File: config.mk
export PLATFORM = sky130hd
export DESIGN_NAME = sram_reader
export DESIGN_NICKNAME = d
export VERILOG_FILES = /design/src/rtl/sram_reader.sv
export SDC_FILE = /design/constraint.sdc
export NUM_CORES = 1
export LEC_CHECK = 0
export ABC_CLOCK_PERIOD_IN_PS = 2300
export BUFFER_PORTS_ARGS = -buffer_cell sky130_fd_sc_hd__buf_2
export CAP_MARGIN = 20
export CORE_AREA = 8 8 104 106
export CTS_CLUSTER_DIAMETER = 50
export CTS_CLUSTER_SIZE = 28
export DETAILED_ROUTE_END_ITERATION = 6
export DIE_AREA = 0 0 112 114
export GPL_ROUTABILITY_DRIVEN = 0
export GPL_TIMING_DRIVEN = 0
export PLACE_DENSITY = 0.76
export SLEW_MARGIN = 10
export SYNTH_ARGS = -nofsm -noshare
export SYNTH_HDL_FRONTEND = slang
export SYNTH_SLANG_ARGS = --single-unit
export TNS_END_PERCENT = 5
File: constraint.sdc
create_clock -name clk -period 2.3 [get_ports clk]
set_input_delay 0.115 -clock clk [delete_from_list [all_inputs] [get_ports clk]]
set_output_delay 0.115 -clock clk [all_outputs]
set_load 0.02 [all_outputs]
File: src/rtl/sram_reader.sv
// Burst reader for an asynchronous SRAM: holds OE/ADDR for WAIT_CYCLES, captures Data,
// then presents each word on a valid/ready output. It never drives the SRAM data bus.
//
// state  | meaning
// IDLE   | waiting for start; OE high, ADDR holds last value
// READ   | OE low, ADDR stable, wait timer counting down
// HOLD   | word captured, waiting for rd_ready
// FINISH | one-cycle done pulse, then back to IDLE
module sram_reader #(
  parameter int WAIT_CYCLES = 2
) (
  input  logic        clk,
  input  logic        reset,
  input  logic        start,
  input  logic        abort,
  input  logic [19:0] base_addr,
  input  logic [19:0] word_count,
  output logic        busy,
  output logic        done,
  output logic [15:0] rd_data,
  output logic        rd_valid,
  input  logic        rd_ready,
  output logic [19:0] ADDR,
  inout  wire  [15:0] Data,
  output logic        OE,
  output logic        WE,
  output logic        CE,
  output logic        LB,
  output logic        UB
);

  typedef enum logic [1:0] {IDLE, READ, HOLD, FINISH} state_t;

  localparam logic [3:0] WAIT_LOAD = 4'(WAIT_CYCLES - 1);

  state_t      state_q, state_d;
  logic [19:0] addr_q;
  logic [19:0] remain_q;
  logic [3:0]  wait_cnt_q;
  logic        xfer;
  logic        wait_tc;
  logic        enter_read;

  assign Data = 16'hzzzz;
  assign WE   = 1'b1;
  assign CE   = 1'b0;
  assign LB   = 1'b0;
  assign UB   = 1'b0;

  assign xfer       = (state_q == HOLD) && rd_valid && rd_ready;
  assign wait_tc    = (wait_cnt_q == 4'd0);
  assign enter_read = (state_d == READ) && (state_q != READ);

  always_ff @(posedge clk) begin
    if (reset) state_q <= IDLE;
    else       state_q <= state_d;
  end

  always_comb begin
    state_d = state_q;
    busy    = 1'b0;
    done    = 1'b0;
    OE      = 1'b1;
    case (state_q)
      IDLE: begin
        if (start) state_d = (word_count == 20'd0) ? FINISH : READ;
      end
      READ: begin
        busy = 1'b1;
        OE   = 1'b0;
        if (abort)        state_d = IDLE;
        else if (wait_tc) state_d = HOLD;
      end
      HOLD: begin
        busy = 1'b1;
        if (abort)     state_d = IDLE;
        else if (xfer) state_d = (remain_q == 20'd1) ? FINISH : READ;
      end
      FINISH: begin
        done    = 1'b1;
        state_d = IDLE;
      end
      default: state_d = IDLE;
    endcase
  end

  always_ff @(posedge clk) begin
    if (reset) begin
      addr_q     <= 20'd0;
      remain_q   <= 20'd0;
      wait_cnt_q <= 4'd0;
      ADDR       <= 20'd0;
      rd_data    <= 16'd0;
      rd_valid   <= 1'b0;
    end else begin
      if (state_q == IDLE && start && word_count != 20'd0) begin
        addr_q   <= base_addr;
        remain_q <= word_count;
      end

      // ADDR only moves when a new READ begins, so it holds the last read address otherwise
      if (enter_read) begin
        wait_cnt_q <= WAIT_LOAD;
        ADDR       <= (state_q == IDLE) ? base_addr : addr_q + 20'd1;
      end else if (state_q == READ && !wait_tc) begin
        wait_cnt_q <= wait_cnt_q - 4'd1;
      end

      if (state_q == READ && !abort && wait_tc) begin
        rd_data  <= Data;
        rd_valid <= 1'b1;
      end

      // A transfer coinciding with abort still consumes the word
      if (xfer) begin
        addr_q   <= addr_q + 20'd1;
        remain_q <= remain_q - 20'd1;
      end

      if (xfer || ((state_q == READ || state_q == HOLD) && abort)) rd_valid <= 1'b0;
    end
  end

endmodule

=== Word level (Yosys, flattened, before mapping) ===
Cells that the tools add are included.

* Word-level logic and storage cells: 57
* Bits of input ports: 45
* Register bits: 68
* Output and inout port bits: 60

* Eq/ne operators: 6
* Reduce and logical (&&, ||, !) cells: 22
* Add/subtract/negate cells: 3
* Muxes and demuxes: 18

{| class="wikitable"
|+ Operators by type and width
! kind !! count
|-
| two-way mux 20 bit || 5
|-
| adder 20 x 1 -> 20 bit (second input constant) || 1
|-
| == test 20 x 1 -> 1 bit (second input constant) || 1
|-
| zero test 20 bit || 1
|-
| nonzero test 20 bit || 1
|-
| subtractor 20 x 1 -> 20 bit (second input constant) || 1
|-
| two-way mux 2 bit || 7
|-
| logical AND 1 bit || 9
|-
| one-hot mux 2 bit (4 select lines) || 1
|-
| OR reduction 2 bit || 3
|-
| two-way mux 1 bit || 5
|-
| == test 2 x 1 -> 1 bit (second input constant) || 2
|-
| == test 2 bit (second input constant) || 2
|-
| zero test 4 bit || 1
|-
| nonzero test 2 bit || 2
|-
| subtractor 4 x 1 -> 4 bit (second input constant) || 1
|-
| zero test 1 bit || 2
|-
| zero test 2 bit || 1
|-
| logical OR 1 bit || 2
|-
| != test 2 x 1 -> 1 bit (second input constant) || 1
|}

=== Longest topological paths before layout ===
Gate-level depths: netlist of the first run.

* Depth in word-level cells: 9
* Depth in mapped cells: 9
* Depth with buffers taken out: 7

=== Worst setup path before layout of the first run ===
OpenSTA, ideal clock, no wires.

* Path kind: register -> register
* Start: reg state_q[1]
* End: reg ADDR[19]
* Period minus slack after synthesis: 2.170 ns
* Stages on the path, launching flop included: 9
* Library setup time: 0.092 ns
* Slack: 0.130 ns
* Path buffers: 1
* Required time: 2.208 ns
* Data arrival time: 2.078 ns
* Cell sequence: dfxtp_1 > inv_1 > ha_1 > inv_1 > o211ai_1 > a31oi_1 > clkbuf_1 > o32ai_1 > o32ai_1

* Cells in the longest elaborated chain, start to end: 8
* Elaborated cells on any way between the ends: 16
* Those cells by class: eq/ne: 5; mux: 7; reduce/logical: 4

{| class="wikitable"
|+ RTL lines
! item !! line !! RTL
|-
| start: declaration || 36 || <nowiki>state_t state_q, state_d;</nowiki>
|-
| start signal: assignment || 56 || <nowiki>else state_q <= state_d;</nowiki>
|-
| == test 2 bit || 50, 64 ||
|-
| logical AND 1 bit (2 in series) || 50 || <nowiki>assign xfer = (state_q == HOLD) && rd_valid && rd_ready;</nowiki>
|-
| two-way mux 2 bit || 77 || <nowiki>else if (xfer) state_d = (remain_q == 20'd1) ? FINISH : READ;</nowiki>
|-
| two-way mux 2 bit || 76 || <nowiki>if (abort) state_d = IDLE;</nowiki>
|-
| one-hot mux 2 bit (4 select lines) || 64 || <nowiki>case (state_q)</nowiki>
|-
| == test 2 x 1 -> 1 bit || 52 || <nowiki>assign enter_read = (state_d == READ) && (state_q != READ);</nowiki>
|-
| logical AND 1 bit || 52 ||
|-
| end signal: assignment || 104 || <nowiki>ADDR <= (state_q == IDLE) ? base_addr : addr_q + 20'd1;</nowiki>
|-
| end: declaration || 23 || <nowiki>output logic [19:0] ADDR,</nowiki>
|}

Several ways; a longest one is shown, not always the timed one.
A chain may end at the register's enable or synchronous reset.

=== Final worst setup path of the first run ===
* Start: reg state_q[0]
* End: reg remain_q[17]

* Cells in the longest elaborated chain, start to end: 4
* Elaborated cells on any way between the ends: 8
* Those cells by class: eq/ne: 1; mux: 1; reduce/logical: 6

{| class="wikitable"
|+ RTL lines
! item !! line !! RTL
|-
| == test 2 bit or zero test 2 bit (tied branches) || 50, 96 ||
|-
| logical AND 1 bit (on tied branches) (2 in series) || 50, 96 ||
|-
| two-way mux 20 bit or nonzero test 2 bit (tied branches) || - ||
|-
| end signal: assignment || 98 || <nowiki>remain_q <= word_count;</nowiki>
|-
| end signal: assignment || 117 || <nowiki>remain_q <= remain_q - 20'd1;</nowiki>
|-
| end: declaration || 38 || <nowiki>logic [19:0] remain_q;</nowiki>
|}

Several ways; a longest one is shown, not always the timed one.

==> metrics, run 1 <==
final setup fails=0; Hold Buf Count CTS=0; simple-gate share of the synthesized area=0.280; Rel. slew slack=0.491; Max FO, Critical Path=10; LEAKAGE=about 2.1 nW; Finished Cell Area=about 5200 sq um; fin util=0.575; iteration-0 DRC count of the detailed router=~580; Synth top cells by count=dfxtp_1 (68), nand2_1 (43), a21oi_1 (42); CTS buffer count=9; Synth area leaders=dfxtp_1 (31%), buf_4 (6.1%), a21oi_1 (4.8%), nand3_1 (4.4%), nand2_1 (3.7%); setup ws final=0.0160 ns; chip width=between 100 and 150 um; final net count=between 700 and 800; vias after detailed routing=~4800; root buffer cell=clkbuf_8; largest family of logic cells by synthesized area=simple AND/OR/NAND/NOR gates; final max-slew violation count=0; DRC Markers=0; tightest hold margin=approximately 0.016 ns; Final Instance Count excl. Fillers=between 700 and 800; GRT Total Usage=0.218; total power draw=roughly 3.6 mW; Seq/Total Area, Yosys=0.314; Site Rows=35; multi-input combinational cell area=2630 sq um; setup TNS=0 ns; Slew @ Worst Pin=roughly 0.76 ns; PwrDens=around 690 nW/um^2; max-cap violations=0; ys flop type=dfxtp_1; drt total wl=~15 mm; RSZ-0062 raised after global routing=yes; routing usage on met1=0.256; Buffers on Ports=84; initial antenna violation count=0; pre-CTS WS=-0.659 ns; Mapped Avg Cell Area=7.85 sq um; CTS tree=done; Sink Count=between 60 and 70; clk_skew=between 0.01 and 0.015 ns; Yosys cell types=57; Synth top area share=0.314; Post-synth EDFFs=0; H-tree levels=3; xor and xnor area share after synthesis=0.0343; Crit. End Element=flip-flop; TritonRoute pass-1 iters=5; vias per std cell=6.11; fraction of layout cells with a size suffix above 1=0.265; largest net degree at the start of global routing=18; Synth Cell Area=roughly 4300 sq um; crit start category=flip-flop; Syn-to-layout area delta=20.8%; gr busiest metal=met2; total gr overflow=0; area of the core=a little over 9000 sq um; post-synth top area cell=dfxtp_1; Warnings, synthesis=0; CP max stage cell=dfxtp_1; Fmax=roughly 440 MHz; status=finished clean; CTS clk-pin slew, worst paths=0.08 ns; initial core utilization=0.476; WS Path Type=reg -> reg; CP required=around 2.6 ns; final worst path period share=0.993; most common cell in the netlist=dfxtp_1; wire length per cell=between 15 and 20 um; die height=114 um; Post-Syn Instances=between 500 and 600; final hold vios=0; Final HPWL DP=10.4 mm; CP dominant cell by count=nand3_1; clk buf depth=2; grt met3 use=0.0660; Slowest Stage Delay on Critical Path=about 0.37 ns; Placed Cells=approximately 770; clk_lat worst skew=approximately 0.36 ns; # fillers=860; Synth Area in Compound Gates=0.230; area share of fa/ha/maj cells after synthesis=0.0231; DP Area=slightly below 5000 sq um; n_diodes=0; minimum clock period after layout=2.28 ns; post-synthesis register bit count=68; Synth async-reset ratio=0; vias in the first global route=between 4000 and 5000; global-route wire length before repair=22.5 mm; crit-path cells=inv_1 -> ha_1 -> nand3_1 -> clkbuf_4 -> nor4_4 -> nand3_1 -> or3_1 -> a31oi_1; antenna viol nets, final=0; worst vdd ir=0.000288 V; DIE AREA=roughly 13000 sq um; min-delay worst type=in -> reg; WP data arrival=2.57 ns; top-level I/O count=roughly 110; met2 Use GR=0.355; post-synthesis mux area share=0.00692; sequential standard cell area=between 1000 and 1500 sq um
-- critical path: cells and delay by family, from the launching register on --
family,cells,cell delay (ns)
AOI/OAI and AO/OA,1,0.16
and+or+nand+nor,4,1.09
DFF,1,0.37
adders and majority gates,1,0.23
buffers and inverters,2,0.35
-- layout make-up --
class                   count  share of cell area
clock buffers              11              0.0270
repair buffers             90              0.0888
inverters                   7             0.00501
flip-flops and latches     68               0.260
multi-input cells         417               0.503
plain buffers              73              0.0850
clock inverters             5             0.00525
well taps                 111              0.0265
-- final timing paths --
kind / end / cells past startpoint / slack (ns) / from
hold / removal: rd_valid$_SDFFE_PP0P_ / 2 / 0.02 / abort
setup reg to reg: remain_q[17]$_SDFFE_PP0P_ / 8 / 0.02 / state_q[0]$_SDFF_PP0_
hold reg to reg: ADDR[8]$_SDFFE_PP0P_ / 2 / 0.46 / ADDR[8]$_SDFFE_PP0P_
setup / recovery: remain_q[17]$_SDFFE_PP0P_ / 8 / 0.02 / state_q[0]$_SDFF_PP0_
-- logic make-up after synthesis --
logic type                 Yosys count
AOI/OAI and AO/OA                  147
other                                2
DFF                                 68
adders and majority gates            8
muxes                                3
and+or+nand+nor                    222
buffers and inverters               86
xor gates and xnor gates            17
-- registers in the layout, indices dropped and copies added, names as in the netlist --
| signal | flops |
|---|---|
| ADDR | 20 |
| addr_q | 20 |
| rd_data | 1 |
| rd_valid | 1 |
| remain_q | 20 |
| state_q | 2 |
| wait_cnt_q | 4 |
-- cell usage in the layout (no fill, tap or decap), types with 17 or more instances in the layout --
cell type | synthesis | layout
buf_2 | 7 | 93
dfxtp_1 | 68 | 67
nand2_1 | 43 | 43
a21oi_1 | 42 | 42
buf_4 | 35 | 41
nand3_1 | 38 | 38
nor2_1 | 28 | 27
nor3_1 | 25 | 25
conb_1 | 2 | 20
clkbuf_1 | 34 | 19
a31oi_1 | 18 | 17
-- layer usage --
layer  up-vias  part of all wire
li1       2227                 -
met1      2225              0.40
met2       276              0.47
met3        52              0.10
met4         0             0.030
met5         -                 0
-- report_power, final --
part           switching (mW)  internal (mW)  total, mW  leakage, nW
sequential              0.142           1.33       1.47        0.558
clock                   0.483          0.413      0.896       0.0889
combinational           0.776          0.460       1.24         1.48
total                    1.40           2.20       3.60         2.13
-- repair_timing --
action	in CTS	in global routing
setup endpoints to repair	60	31
resized for setup	15	15
pin swaps	3	1
setup buffers	3	3
Power figures use the tool's default switching activity.
==> run 2, diff against run 1 <==
Settings changed: CELL_PAD_IN_SITES_DETAIL_PLACEMENT set to 1, CELL_PAD_IN_SITES_GLOBAL_PLACEMENT set to 1, CORE_AREA 8 8 104 106 to 8 8 121 123, DIE_AREA 0 0 112 114 to 0 0 129 131.
==> metrics, run 2 (same netlist as run 1, synthesis figures left out) <==
grt met3 use=0.0308 (-0.0352); vias in the first global route=4900 (+8.5%); setup ws final=0.0701 ns (+0.0541 ns); DRC Markers=0 (unchanged); P_int=2.63 mW (+20%); initial core utilization=0.337 (-0.139); iteration-0 DRC count of the detailed router=278 (-52%); final worst path period share=0.970 (-0.0235); Final HPWL DP=12.4 mm (+19%); DIE AREA=16900 sq um (+32%); min-delay worst type=in -> reg; LEAKAGE=2.20 nW (+3.2%); area of the core=12900 sq um (+41%); crit start category=flip-flop; max-cap violations=0 (unchanged); worst vdd ir=0.000318 V (+10%); most frequent cells in the layout=buf_2 (90), dfxtp_1 (61), nand2_1 (43); CP required=2.50 ns (-0.08 ns); TritonRoute pass-1 iters=5 (unchanged); initial antenna violation count=0 (unchanged); wire length per cell=20.0 um (+7.8%); CTS clk-pin slew, worst paths=0.06 ns (-0.02 ns); total gr overflow=0 (unchanged); clk buf depth=2 (unchanged); status=finished clean; Slew @ Worst Pin=0.943 ns (+0.182 ns); Rel. slew slack=0.365 (-0.125); pre-CTS WS=-0.849 ns (-0.190 ns); biggest regs=ADDR (20), addr_q (20), remain_q (20); multi-input combinational cell area=2650 sq um (+0.43%); leading cell type in the layout, fill and taps excluded=buf_2; Site Rows=42 (+20%); Max FO, Critical Path=6 (-4); drt total wl=17.0 mm (+17%); clk_lat worst skew=0.34 ns (-0.02 ns); sequential standard cell area=1370 sq um (+0.55%); vias after detailed routing=4730 (-1.0%); total power draw=4.13 mW (+15%); CTS buffer count=9 (unchanged); vias per std cell=5.58 (-8.6%); top-level I/O count=105 (unchanged); met2 Use GR=0.343 (-0.0113); largest net degree at the start of global routing=18 (unchanged); WS Path Type=reg -> reg; global-route wire length before repair=26.6 mm (+18%); worst r2r path cells=7 (-1); die height=131 um (+15%); final hold vios=0 (unchanged); Fmax=448 MHz (+2.4%); Crit. End Element=flip-flop; gr busiest metal=met2; # fillers=1620 (+88%); Buffers on Ports=84 (unchanged); H-tree levels=3 (unchanged); Hold Buf Count CTS=0 (unchanged); Logic pwr share=0.307 (-0.036); setup TNS=0 ns (unchanged); root buffer cell=clkbuf_16; final setup fails=0 (unchanged); n_diodes=0 (unchanged); Syn-to-layout area delta=26.4%; RSZ-0062 raised after global routing=yes; minimum clock period after layout=2.23 ns (-0.0541 ns); NetSw=1.49 mW (+6.5%); routing usage on met1=0.250 (-0.00603); power share of the clock group=0.333 (+0.084); fraction of layout cells with a size suffix above 1=0.283 (+0.0179); sequential share of power=0.359 (-0.049); chip width=129 um (+15%); CTS tree=done; final net count=720 (+0.14%); final max-slew violation count=0 (unchanged); tightest hold margin=0.0438 ns (+0.0277 ns); sw frac=0.362 (-0.0273); antenna viol nets, final=0 (unchanged); Hold Path Cell Cnt=3 (+1); clk_skew=0.00796 ns (-0.00601 ns); GRT Total Usage=0.202 (-0.0155); Sink Count=68 (unchanged); PwrDens=752 nW/um^2 (+9.5%); WP data arrival=2.43 ns (-0.14 ns)
[run 2: cell types whose count changed in the layout (fill, tap and decap cells not counted), sizes merged]
cell / change
clkinv: -3
clkbuf: +5
buf: -1
clkinvlp: -1
[run 2: critical path, cell delays in order (launching register included)]
cell	delay, ns
dfxtp_1	0.35
inv_1	0.11
ha_4	0.18
or3b_2	0.46
or4_1	0.40
buf_2	0.17
o311ai_0	0.29
a21oi_1	0.11
[run 2: area by class of cell]
type / count / share of cell area
Timing Repair Buffer: 92 / 0.0883
Multi-Input combinational cell: 417 / 0.482
Buffer: 72 / 0.0819
Sequential cell: 68 / 0.250
Clock inverter: 1 / 0.000913
Tap cell: 176 / 0.0402
Clock buffer: 14 / 0.0518
Inverter: 7 / 0.00479
[run 2: stage by stage]
| step | util | cells | cell area, sq um |
|---|---|---|---|
| detailed placement | 0.392 | 831 | 5050 |
| finish | 0.426 | 847 | 5480 |
| global route | 0.426 | 847 | 5480 |
| floorplan | - | 571 | 4410 |
| global placement | 0.392 | 831 | 5050 |
| CTS | 0.420 | 846 | 5410 |
[run 2: layer usage]
metal	vias to the layer above	part of all wire	wire length [um]
met4	0	0.023	388
met1	2313	0.43	7340
met2	153	0.49	8270
li1	2236	-	-
met3	28	0.058	981
met5	-	0	0
[run 2: worst paths after layout]
check | startpoint | end | slack (ns)
hold reg to reg | ADDR[8]$_SDFFE_PP0P_ | ADDR[8]$_SDFFE_PP0P_ | 0.46
setup reg to reg | remain_q[0]$_SDFFE_PP0P_ | remain_q[14]$_SDFFE_PP0P_ | 0.07
setup / recovery | remain_q[0]$_SDFFE_PP0P_ | remain_q[14]$_SDFFE_PP0P_ | 0.07
hold / removal | base_addr[6] | addr_q[6]$_SDFFE_PP0P_ | 0.04
[run 2: timing repair]
item	CTS	global route
setup endpoints to repair	63	55
setup buffers	6	2
gates cloned	0	0
gates resized for setup	15	32
pin swaps	3	1
[run 2: power groups by stage]
stage / clock network [mW] / registers [mW] / logic, mW
after global placement: 0 / 1.47 / 1.17
after floorplan: 0 / 1.53 / 0.732
after detailed placement: 0 / 1.48 / 1.20
final: 1.38 / 1.48 / 1.27
after global routing: 1.43 / 1.50 / 1.38
after CTS: 1.39 / 1.47 / 1.23
==> run 3, diff against run 2 <==
Settings changed: CORE_AREA 8 8 121 123 to 8 8 130 132, DIE_AREA 0 0 129 131 to 0 0 138 140, PLACE_DENSITY 0.76 to 0.67, RECOVER_POWER set to 25.
==> metrics, run 3 (same netlist as run 1, synthesis figures left out) <==
Buffers on Ports=84 (unchanged); Reg2Reg Setup Slack=0.06 ns (about the same); CTS buffer count=9 (unchanged); LEAKAGE=2.10 nW (-4.4%); Final Instance Count excl. Fillers=861 (+1.7%); Site Rows=45 (+7.1%); n_diodes=0 (unchanged); TritonRoute pass-1 iters=5 (unchanged); sequential share of power=0.349 (-0.010); Fmax=446 MHz (-0.47%); most frequent cells in the layout=buf_2 (67), dfxtp_1 (66), clkbuf_1 (44); min-delay worst type=in -> reg; Final HPWL DP=12.7 mm (+2.5%); die height=140 um (+6.9%); minimum clock period after layout=2.24 ns (+0.0106 ns); Hold Buf Count CTS=0 (unchanged); CTS tree=done; DRC Markers=0 (unchanged); vias per std cell=5.49 (-1.7%); status=finished clean; WP data arrival=2.48 ns (+0.05 ns); power share of the clock group=0.349 (+0.016); PwrDens=766 nW/um^2 (+1.8%); Crit. End Element=flip-flop; total power draw=4.19 mW (+1.6%); vias in the first global route=4702 (-4.0%); worst vdd ir=0.000397 V (+25%); final setup fails=0 (unchanged); worst r2r path cells=5 (-2); crit start category=flip-flop; tightest hold margin=0.0404 ns (-0.00338 ns); vias after detailed routing=4726 (-0.085%); leading cell type in the layout, fill and taps excluded=buf_2; largest net degree at the start of global routing=18 (unchanged); worst hold start=base_addr[6]; P_int=2.70 mW (+2.4%); total gr overflow=0 (unchanged); root buffer cell=clkbuf_16; GRT Total Usage=0.172 (-0.0308); chip width=138 um (+7.0%); Rel. slew slack=0.453 (+0.0874); CTS clk-pin slew, worst paths=0.06 ns (about the same); Sink Count=68 (unchanged); iteration-0 DRC count of the detailed router=327 (+18%); Slew @ Worst Pin=0.813 ns (-0.130 ns); setup TNS=0 ns (unchanged); final hold vios=0 (unchanged); final max-slew violation count=0 (unchanged); drt total wl=17.3 mm (+1.8%); pre-CTS WS=-0.910 ns (-0.0614 ns); R2R Path End=ADDR[1]$_SDFFE_PP0P_; clk_lat worst skew=0.34 ns (about the same); initial core utilization=0.292 (-0.0451); Worst Setup EP=ADDR[1]$_SDFFE_PP0P_; final net count=722 (+0.28%); setup ws final=0.0595 ns (-0.0106 ns); WS Path Type=reg -> reg; clk_skew=0.00801 ns (+0.0000460 ns); global-route wire length before repair=26.7 mm (+0.41%); clk buf depth=2 (unchanged); area of the core=14900 sq um (+15%); wire length per cell=20.1 um (+0.11%); NetSw=1.50 mW (+0.28%); antenna viol nets, final=0 (unchanged); DIE AREA=19300 sq um (+14%); sw frac=0.357 (-0.00482); top-level I/O count=105 (unchanged); Syn-to-layout area delta=26.2%; max-cap violations=0 (unchanged); Crit. Startpoint=remain_q[9]$_SDFFE_PP0P_; CP required=2.54 ns (+0.04 ns); final worst path period share=0.974 (+0.00462); biggest regs=ADDR (20), addr_q (20), remain_q (20); Placed Cells=843 (+1.4%); reg2reg start=remain_q[9]$_SDFFE_PP0P_; initial antenna violation count=0 (unchanged); Max FO, Critical Path=10 (+4); H-tree levels=3 (unchanged); Logic pwr share=0.302 (-0.005); fraction of layout cells with a size suffix above 1=0.235 (-0.0484); RSZ-0062 raised after global routing=yes
[run 3: cell count changes in the layout (fill, tap and decap cells not counted), moves of 2 or more]
cell and delta:
o21ai_1 -2, dfxtp_1 +5, and4_2 -2, o21ai_0 +2, buf_2 -23, dfxtp_2 -5, and4_1 +2, clkbuf_1 +26
nand3_2 -2, nand3_1 +2
[run 3: critical path, cell delays in order, from the launching register on]
cell and delay, ns:
dfxtp_2 0.36, or4_4 0.58, nor4_4 0.43, a31o_2 0.35
nand2_4 0.16, a211oi_1 0.26
[run 3: routing by layer]
| metal | wire, um | GRT usage |
|---|---|---|
| met5 | 0 | 0 |
| met4 | 233 | 0.0578 |
| met3 | 900 | 0.0335 |
| met2 | 8250 | 0.289 |
| met1 | 7890 | 0.214 |
[run 3: how the worst min path moves through the flow]
stage / endpoint / cells past startpoint
floorplan: rd_valid$_SDFFE_PP0P_ / 1
global placement: addr_q[11]$_SDFFE_PP0P_ / 3
detailed placement: addr_q[6]$_SDFFE_PP0P_ / 3
CTS: addr_q[6]$_SDFFE_PP0P_ / 3
global route: addr_q[11]$_SDFFE_PP0P_ / 3
finish: addr_q[6]$_SDFFE_PP0P_ / 3
[run 3: power by group through the flow]
stage	Clock, mW	Sequential (mW)	Combinational, mW
6_report	1.46	1.46	1.27
3_3_place_gp	0	1.47	1.18
5_1_grt	1.52	1.49	1.37
2_1_floorplan	0	1.53	0.732
4_1_cts	1.47	1.46	1.25
3_5_place_dp	0	1.48	1.21
[run 3: area by class of cell]
| cell class | count | area [sq um] |
|---|---|---|
| Fill cell | 1840 | 9390 |
| Multi-Input combinational cell | 417 | 2640 |
| Sequential cell | 68 | 1360 |
| Buffer | 77 | 482 |
| Timing Repair Buffer | 89 | 430 |
| Clock buffer | 14 | 274 |
| Tap cell | 188 | 235 |
| Clock inverter | 1 | 30.0 |
| Inverter | 7 | 26.3 |
[run 3: stage by stage]
step / instance area (sq um) / util
2_1_floorplan: 4410 / -
6_report: 5480 / 0.368
3_3_place_gp: 5060 / 0.341
4_1_cts: 5440 / 0.366
5_1_grt: 5480 / 0.368
3_5_place_dp: 5060 / 0.341
[run 3: what timing repair did]
item	CTS	global route
pin swaps	4	1
resized for setup	26	18
setup buffers	2	3
hold endpoints to repair	0	0
setup endpoints to repair	64	48
